==> config.mk <==
export PLATFORM = sky130hd
export DESIGN_NAME = dc_reset_sequencer
export DESIGN_NICKNAME = d
export VERILOG_FILES = /design/src/rtl/dc_reset_sequencer.sv
export SDC_FILE = /design/constraint.sdc
export NUM_CORES = 1
export LEC_CHECK = 0
export CAP_MARGIN = 20
export CORE_AREA = 2 2 101 103
export CTS_CLUSTER_DIAMETER = 200
export DETAILED_ROUTE_END_ITERATION = 16
export DIE_AREA = 0 0 103 105
export HOLD_SLACK_MARGIN = 0.08
export PLACE_DENSITY = 0.77
export SYNTH_ARGS = -nofsm -noshare
export SYNTH_HDL_FRONTEND = slang
export SYNTH_SLANG_ARGS = --single-unit
==> constraint.sdc <==
create_clock -name reset_clock -period 3.7 [get_ports reset_clock]
set_input_delay 1.11 -clock reset_clock [delete_from_list [all_inputs] [get_ports reset_clock]]
set_output_delay 1.11 -clock reset_clock [all_outputs]
set_load 0.005 [all_outputs]
==> src/rtl/dc_reset_sequencer.sv <==
// Dreamcast reset-line sequencer: arbitrates I2C and button-combo requests, drives a timed
// low pulse on DC_NRESET, verifies release, then enforces a cooldown before the next sequence.
`timescale 1ns/1ps
module dc_reset_sequencer #(
  parameter int unsigned ASSERT_CYCLES     = 16_000_000,
  parameter int unsigned COMBO_HOLD_CYCLES = 160_000_000,
  parameter int unsigned RELEASE_TIMEOUT   = 800_000,
  parameter int unsigned COOLDOWN_CYCLES   = 80_000_000,
  parameter int unsigned CNT_W             = 32
) (
  input  logic       reset_clock,
  input  logic       reset,
  input  logic       req_i2c,
  input  logic       combo_held,
  input  logic       nreset_pin_in,
  output logic       nreset_drive,
  output logic       busy,
  output logic [1:0] last_source,
  output logic [7:0] reset_count,
  output logic       release_error
);

  localparam logic [CNT_W-1:0] ASSERT_LAST  = CNT_W'(ASSERT_CYCLES - 1);
  localparam logic [CNT_W-1:0] HOLD_LAST    = CNT_W'(COMBO_HOLD_CYCLES - 1);
  localparam logic [CNT_W-1:0] RELEASE_LAST = CNT_W'(RELEASE_TIMEOUT - 1);
  localparam logic [CNT_W-1:0] COOL_LAST    = CNT_W'(COOLDOWN_CYCLES - 1);

  typedef enum logic [1:0] {S_IDLE, S_ASSERT, S_RELEASE_WAIT, S_COOLDOWN} state_t;

  state_t           state;
  logic [CNT_W-1:0] timer;
  logic [CNT_W-1:0] hold_cnt;
  logic [9:0]       ext_cnt;
  logic             ext_done;
  logic             pending;
  logic             combo_armed;
  logic             pin_s1, pin_s2;
  logic             combo_s1, combo_s2;
  logic             combo_fire;

  assign combo_fire = combo_s2 && combo_armed && (hold_cnt == HOLD_LAST);

  always_ff @(posedge reset_clock or posedge reset) begin
    if (reset) begin
      state         <= S_IDLE;
      timer         <= '0;
      hold_cnt      <= '0;
      ext_cnt       <= '0;
      ext_done      <= 1'b0;
      pending       <= 1'b0;
      combo_armed   <= 1'b1;
      pin_s1        <= 1'b1;
      pin_s2        <= 1'b1;
      combo_s1      <= 1'b0;
      combo_s2      <= 1'b0;
      nreset_drive  <= 1'b0;
      busy          <= 1'b0;
      last_source   <= 2'b00;
      reset_count   <= 8'd0;
      release_error <= 1'b0;
    end else begin
      pin_s1   <= nreset_pin_in;
      pin_s2   <= pin_s1;
      combo_s1 <= combo_held;
      combo_s2 <= combo_s1;

      // One fire per press: disarmed after firing until the combo is released.
      if (!combo_s2) begin
        hold_cnt    <= '0;
        combo_armed <= 1'b1;
      end else if (combo_fire) begin
        hold_cnt    <= '0;
        combo_armed <= 1'b0;
      end else if (combo_armed) begin
        hold_cnt    <= hold_cnt + 1'b1;
      end

      case (state)
        S_IDLE: begin
          if (req_i2c || pending) begin
            state        <= S_ASSERT;
            nreset_drive <= 1'b1;
            busy         <= 1'b1;
            timer        <= '0;
            pending      <= 1'b0;
            last_source  <= 2'b01;
            ext_cnt      <= '0;
            ext_done     <= 1'b0;
          end else if (combo_fire) begin
            state        <= S_ASSERT;
            nreset_drive <= 1'b1;
            busy         <= 1'b1;
            timer        <= '0;
            last_source  <= 2'b10;
            ext_cnt      <= '0;
            ext_done     <= 1'b0;
          end else if (pin_s2) begin
            ext_cnt  <= '0;
            ext_done <= 1'b0;
          end else if (!ext_done) begin
            // Someone else is holding the console in reset; record it once per episode.
            if (ext_cnt == 10'd1023) begin
              ext_done    <= 1'b1;
              last_source <= 2'b11;
              reset_count <= reset_count + 1'b1;
            end else begin
              ext_cnt <= ext_cnt + 1'b1;
            end
          end
        end
        S_ASSERT: begin
          if (timer == ASSERT_LAST) begin
            state        <= S_RELEASE_WAIT;
            nreset_drive <= 1'b0;
            timer        <= '0;
          end else begin
            timer <= timer + 1'b1;
          end
        end
        S_RELEASE_WAIT: begin
          if (pin_s2) begin
            state       <= S_COOLDOWN;
            reset_count <= reset_count + 1'b1;
            timer       <= '0;
          end else if (timer == RELEASE_LAST) begin
            state         <= S_COOLDOWN;
            release_error <= 1'b1;
            timer         <= '0;
          end else begin
            timer <= timer + 1'b1;
          end
        end
        S_COOLDOWN: begin
          if (req_i2c) pending <= 1'b1;
          if (timer == COOL_LAST) begin
            state <= S_IDLE;
            busy  <= 1'b0;
            timer <= '0;
          end else begin
            timer <= timer + 1'b1;
          end
        end
        default: state <= S_IDLE;
      endcase
    end
  end

endmodule

---- Word-level counts from Yosys, hierarchy flattened ----
Cells that the tools add are included.
storage, ports and cells
  flip-flop bits (word level) ............. 96
  bits of input ports ..................... 5
  output and inout bits ................... 13
  logic and storage cells ................. 113
operators by class
  add/sub/neg operators ................... 4
  eq/ne operators ......................... 26
  mux-type cells .......................... 50
  bitwise logic cells ..................... 1
  reduce and logical (&&, ||, !) cells .... 16
operator list
  operator                                               number
  two-way mux 32 bit                                     9
  case mux 32 bit (4 select lines)                       1
  adder 32 x 1 -> 32 bit, second input constant          2
  two-way mux 10 bit                                     5
  two-way mux 8 bit                                      6
  == test 32 x 20 -> 1 bit, second input constant        1
  == test 32 x 24 -> 1 bit, second input constant        1
  == test 32 x 27 -> 1 bit, second input constant        1
  == test 32 x 28 -> 1 bit, second input constant        1
  two-way mux 2 bit                                      11
  inequality test 2 bit, second input constant           10
  case mux 8 bit (2 select lines)                        1
  AND reduction 3 bit                                    5
  two-way mux 1 bit                                      13
  adder 10 x 1 -> 10 bit, second input constant          1
  == test 10 bit, second input constant                  1
  adder 8 x 1 -> 8 bit, second input constant            1
  case mux 2 bit (4 select lines)                        1
  AND reduction 4 bit                                    2
  AND reduction 7 bit                                    1
  inequality test 3 x 1 -> 1 bit, second input constant  2
  inequality test 3 bit, second input constant           2
  case mux 1 bit (2 select lines)                        3
  nonzero test 2 bit                                     3
  11 further kinds                                       13

---- Logic depth before layout (Yosys ltp) ----
  depth in word-level cells ............... 7
  gate-level depth with buffers ........... 10
  mapped depth without buffers ............ 8

---- Worst setup path after synthesis ----
OpenSTA, ideal clock, no wires.
  kind .................................... input -> register
  start ................................... input req_i2c
  end ..................................... register reset_count[1]
  library setup time ...................... 125 ps
  data arrival time ....................... 2752 ps
  data required time ...................... 3575 ps
  path slack .............................. 823 ps
  stages on the path ...................... 5
  path buffers ............................ 0
  path through ............................ or2_2 nor2_1 o31ai_1 o31ai_1 mux2_2
on the way
  word-level cells in the longest chain between the ends .. 3
RTL lines
  what                                    line  source
  from (decl)                             13    input logic req_i2c,
  logical OR 1 bit                        80    if (req_i2c || pending) begin
  inequality test 2 bit (no source line)  n/a
  AND reduction 7 bit (no source line)    n/a
  to (signal assigned)                    105   reset_count <= reset_count + 1'b1;
  to (signal assigned)                    123   reset_count <= reset_count + 1'b1;
  to (decl)                               19    output logic [7:0] reset_count,
Every way passes these cells.
A chain may end at the register's enable or synchronous reset.

---- Worst setup path in the final report ----
  start ................................... register timer[24]
  end ..................................... register timer[17]
on the way
  word-level cells in the longest chain between the ends .. 4
  elaborated cells on any way between the ends .. 8
  those cells by class .................... eq/ne: 3; mux: 5
RTL lines
  what                                line  source
  from (decl)                         31    logic [CNT_W-1:0] timer;
  from (signal assigned)              117   timer <= timer + 1'b1;
  from (signal assigned)              130   timer <= timer + 1'b1;
  from (signal assigned)              140   timer <= timer + 1'b1;
  == test 32 x 20 -> 1 bit            125   end else if (timer == RELEASE_LAST) begin
  two-way mux 32 bit                  125
  two-way mux 32 bit                  121   if (pin_s2) begin
  case mux 32 bit (4 select lines) *  78    case (state)
Mark *: on every way between the ends. The rest lies on a longest branch, timed or not.

==> impl_summary.txt <==
----------------------------------------------------
[Timing]
  Setup-violating endpoint count in the final report ... 0
  Setup repair after global routing missed its margin ... false
  Total negative setup slack ... 0 ns
  Final number of hold-violating endpoints ... 0
  Setup clock skew after layout ... 0.0141 ns
  FMAX ... roughly 320 MHz
  Slack of the critical path ... 0.616 ns
  Worst-Margin Slew ... between 1 and 1.5 ns
  Pins over their slew limit ... 0
  Final critical path time including I/O delays and setup ... 3.08 ns
  Final critical-path share of the clock period ... 83.4%
  Slew headroom ... 31.4%
  Final worst hold slack ... 0.361 ns

[Floorplanning]
  DIE AREA ... 10800 um^2
  Die Span Y ... 105 um
  Number of primary I/O pins ... 18
  Effective utilization at floorplan ... 55.2%
  Chip width ... around 100 um
  CORE AREA ... 9640 um^2
  Number of placement rows ... 36

[Clocking]
  Root cell of the clock tree ... clkbuf_8
  Number of buffers created by CTS ... 9
  CTS tree ... built
  # clock sinks ... 96
  Number of buffers on the longest clock path ... 2
  Number of hold buffers added after cts ... 0
  H-tree depth reported by CTS ... 3
  Post-CTS Setup Repair Bufs ... 0
  Post-cts sizing count ... 0
  Clock slew at reported path FFs ... roughly 0.09 ns
  Clk Latency, worst-skew pair ... around 0.37 ns

[Finish]
  Core utilization of the finished layout ... 60.4%
  Relative area change from synthesis to final layout ... 9.51%
  Antenna cell count ... 0
  Most common cell after layout, fill and taps aside ... dfrtp_1
  Fraction of layout instances using a drive strength above 1 ... 8.32%
  Post-layout instance count excluding filler cells ... 746
  Final nets ... 622
  Fill cell instance count of the final layout ... 811
  Cell area after layout ... between 5000 and 6000 um^2
  Commonest non-fill, non-tap cells in the layout ... 93 x dfrtp_1, 72 x nand2_1, 64 x o21ai_0

[Power]
  Worst IR drop on VDD ... 0.000306 V
  Power consumption ... 2.83 mW
  Power per cell area ... 485 nW/um^2
  Standby leakage power ... 2.31 nW

[Placed design]
  Number of instances in the placed design ... between 700 and 800
  Gpl congestion ... ~0.9
  IO Port Bufs ... 17
  Final HPWL DP ... 8030 um
  Pre-CTS setup slack ... around 0.47 ns
  Placed Area ... 5620 um^2

[Worst setup path]
  Required time at the worst-slack endpoint ... 3.96 ns
  Start point of the critical path ... timer[24]
  Start of the worst register-to-register path ... timer[24]
  Highest net fanout along the worst path ... 31
  Critical path class ... flop to flop
  Top cell family by delay on the critical path ... simple AND/OR/NAND/NOR gates
  Crit path arrival time ... 3.34 ns
  Crit end category ... flop
  Cell breakdown of the critical path ... or4_1 > or4b_4 > o41a_1 > o31ai_4 > buf_4 > o21ai_1 > a22o_1
  CP Launch Type ... flop
  Maximum single-stage delay on the critical path ... 0.58 ns
  Critical Path Slowest Stage Cell ... or4b_4
  Buf+Inv Stages, Crit Path ... 1

[Detailed routing]
  Final WL ... around 12000 um
  Via density per instance ... 6.14
  Antenna Violating Nets Remaining ... 0
  Length of the first detailed-routing pass in iterations ... 4
  Avg WL per Cell ... 15.7 um
  DRC viols ... 0
  Vias ... 4580
  Detailed router's first-iteration violation count ... 336

[Logic synthesis]
  Sequential-to-total area share from yosys stat ... 45.2%
  Cell area after technology mapping ... 5320 um^2
  Synthesized netlist net count ... 610
  Dominant register cell in the synthesized netlist ... dfrtp_1
  Netlist cell types ... 57
  Synth Register Bits ... 96
  Dominant combinational cell family by area after synthesis ... simple AND/OR/NAND/NOR gates
  XOR/XNOR share of the synthesized area ... under 10%
  Fraction of the mapped netlist area in simple logic gates ... between 20% and 30%
  Multiplexer share of the synthesized area ... 0.988%
  Cell count after synthesis ... about 600
  Number of enable flip-flop cells after synthesis ... 0
  Share of the synthesized area in compound gates (AO/OA/AOI/OAI) ... 19.1%
  Share of flip-flops with an asynchronous set or reset after synthesis ... 100%
  Synthesis warning total ... 0
  Mapped Avg Cell Area ... 8.91 um^2
  Share of synthesized cell area in full adder, half adder and majority cells ... 1.88%

[Global routing]
  Global-route wire length before repair ... 20800 um
  Largest net degree at the start of global routing ... 53
  Remaining global-route overflow ... 0
  Number of antenna violations at the first check in global routing ... 0
  Total global routing track utilization ... 23.6%
  Via count of the first global-routing pass ... between 4000 and 5000

[Run status]
  Status ... complete, no violations

[Min path]
  Worst min path class ... flop to flop
  Min-Delay Startpoint ... pin_s1

[Run]
  Max-cap viol count ... 0

----------------------------------------------------
-- worst register-to-register path, cell delays in order (launching register included) --
cell     delay (ns)
dfrtp_1        0.44
or4_1          0.56
or4b_4         0.58
o41a_1         0.45
o31ai_4        0.25
buf_4          0.32
o21ai_1        0.15
a22o_1         0.23
-- final timing paths --
kind | to | slack (ns) | depth (start not counted)
max | timer[17] | 0.62 | 7
min | pin_s2 | 0.36 | 0
max reg2reg | timer[17] | 0.62 | 7
min reg2reg | pin_s2 | 0.36 | 0
max in group asynchronous | timer[17] | 1.74 | 3
min in group asynchronous | timer[5] | 1.18 | 2
-- cell type report --
class / instances / area, um^2 / area share, %
inverters: 27 / 104 / 1.78
clock buffers: 10 / 138 / 2.36
repair buffers: 28 / 256 / 4.40
multi-input cells: 447 / 2700 / 46.3
flip-flops and latches: 96 / 2410 / 41.3
clock inverters: 5 / 57.6 / 0.988
well taps: 133 / 166 / 2.86
-- synth_stat cells, drive strengths merged, types with 2 or more instances --
cell type,n,area share (%)
a21o,6,0.85
a21oi,36,4.2
a22o,4,0.66
a31oi,6,0.71
a41oi,2,0.33
and2,10,1.2
and3,13,1.5
and4,9,1.5
buf,6,0.94
clkbuf,21,1.5
dfrtp,93,44
dfstp,3,1.5
ha,8,1.9
inv,26,1.8
mux2,2,0.42
mux2i,3,0.56
nand2,72,5.1
nand2b,4,0.47
nand3,33,3.1
nand4,21,2.5
nand4b,2,0.33
nor2,18,1.3
nor2b,9,1.1
nor3,14,1.3
nor4,8,0.94
nor4b,3,0.49
o21ai,83,7.8
o2bb2ai,3,0.49
o31a,3,0.49
o31ai,11,1.8
or2,3,0.35
or3,20,2.4
or4,8,1.1
or4b,2,0.45
xnor2,7,1.2
xor2,12,2.0
-- registers in the layout, indices dropped and copies added, names as in the netlist --
name           cells
nreset_drive       1
pending            1
ext_cnt           10
state              2
combo_s1           1
combo_armed        1
reset_count        8
last_source        2
combo_s2           1
timer             32
hold_cnt          32
busy               1
release_error      1
ext_done           1
pin_s2             1
pin_s1             1
-- power breakdown --
group	switching, mW	total, mW	leakage [nW]	internal (mW)
sequential	0.0896	1.21	1.29	1.12
clock	0.375	0.701	0.0904	0.326
combinational	0.537	0.912	0.923	0.375
total	1.00	2.83	2.31	1.83
-- per-layer routing --
layer	wire length, um	part of all wire, %	GRT usage [%]
met5	0	0	0
met2	5530	47	36.6
met4	180	1.5	9.59
met1	5580	48	33.4
met3	436	3.7	2.94
-- cell families (layout without fill, tap and decap cells) --
family | after synthesis | after routing
adder cells (fa/ha/maj) | 8 | 8
XOR/XNOR | 19 | 19
multiplexers | 5 | 5
flip-flops | 96 | 96
AO/OA/AOI/OAI | 164 | 164
AND/OR/NAND/NOR | 251 | 251
buffers and inverters | 54 | 70
Note: power is estimated with default switching activity, not from simulation.
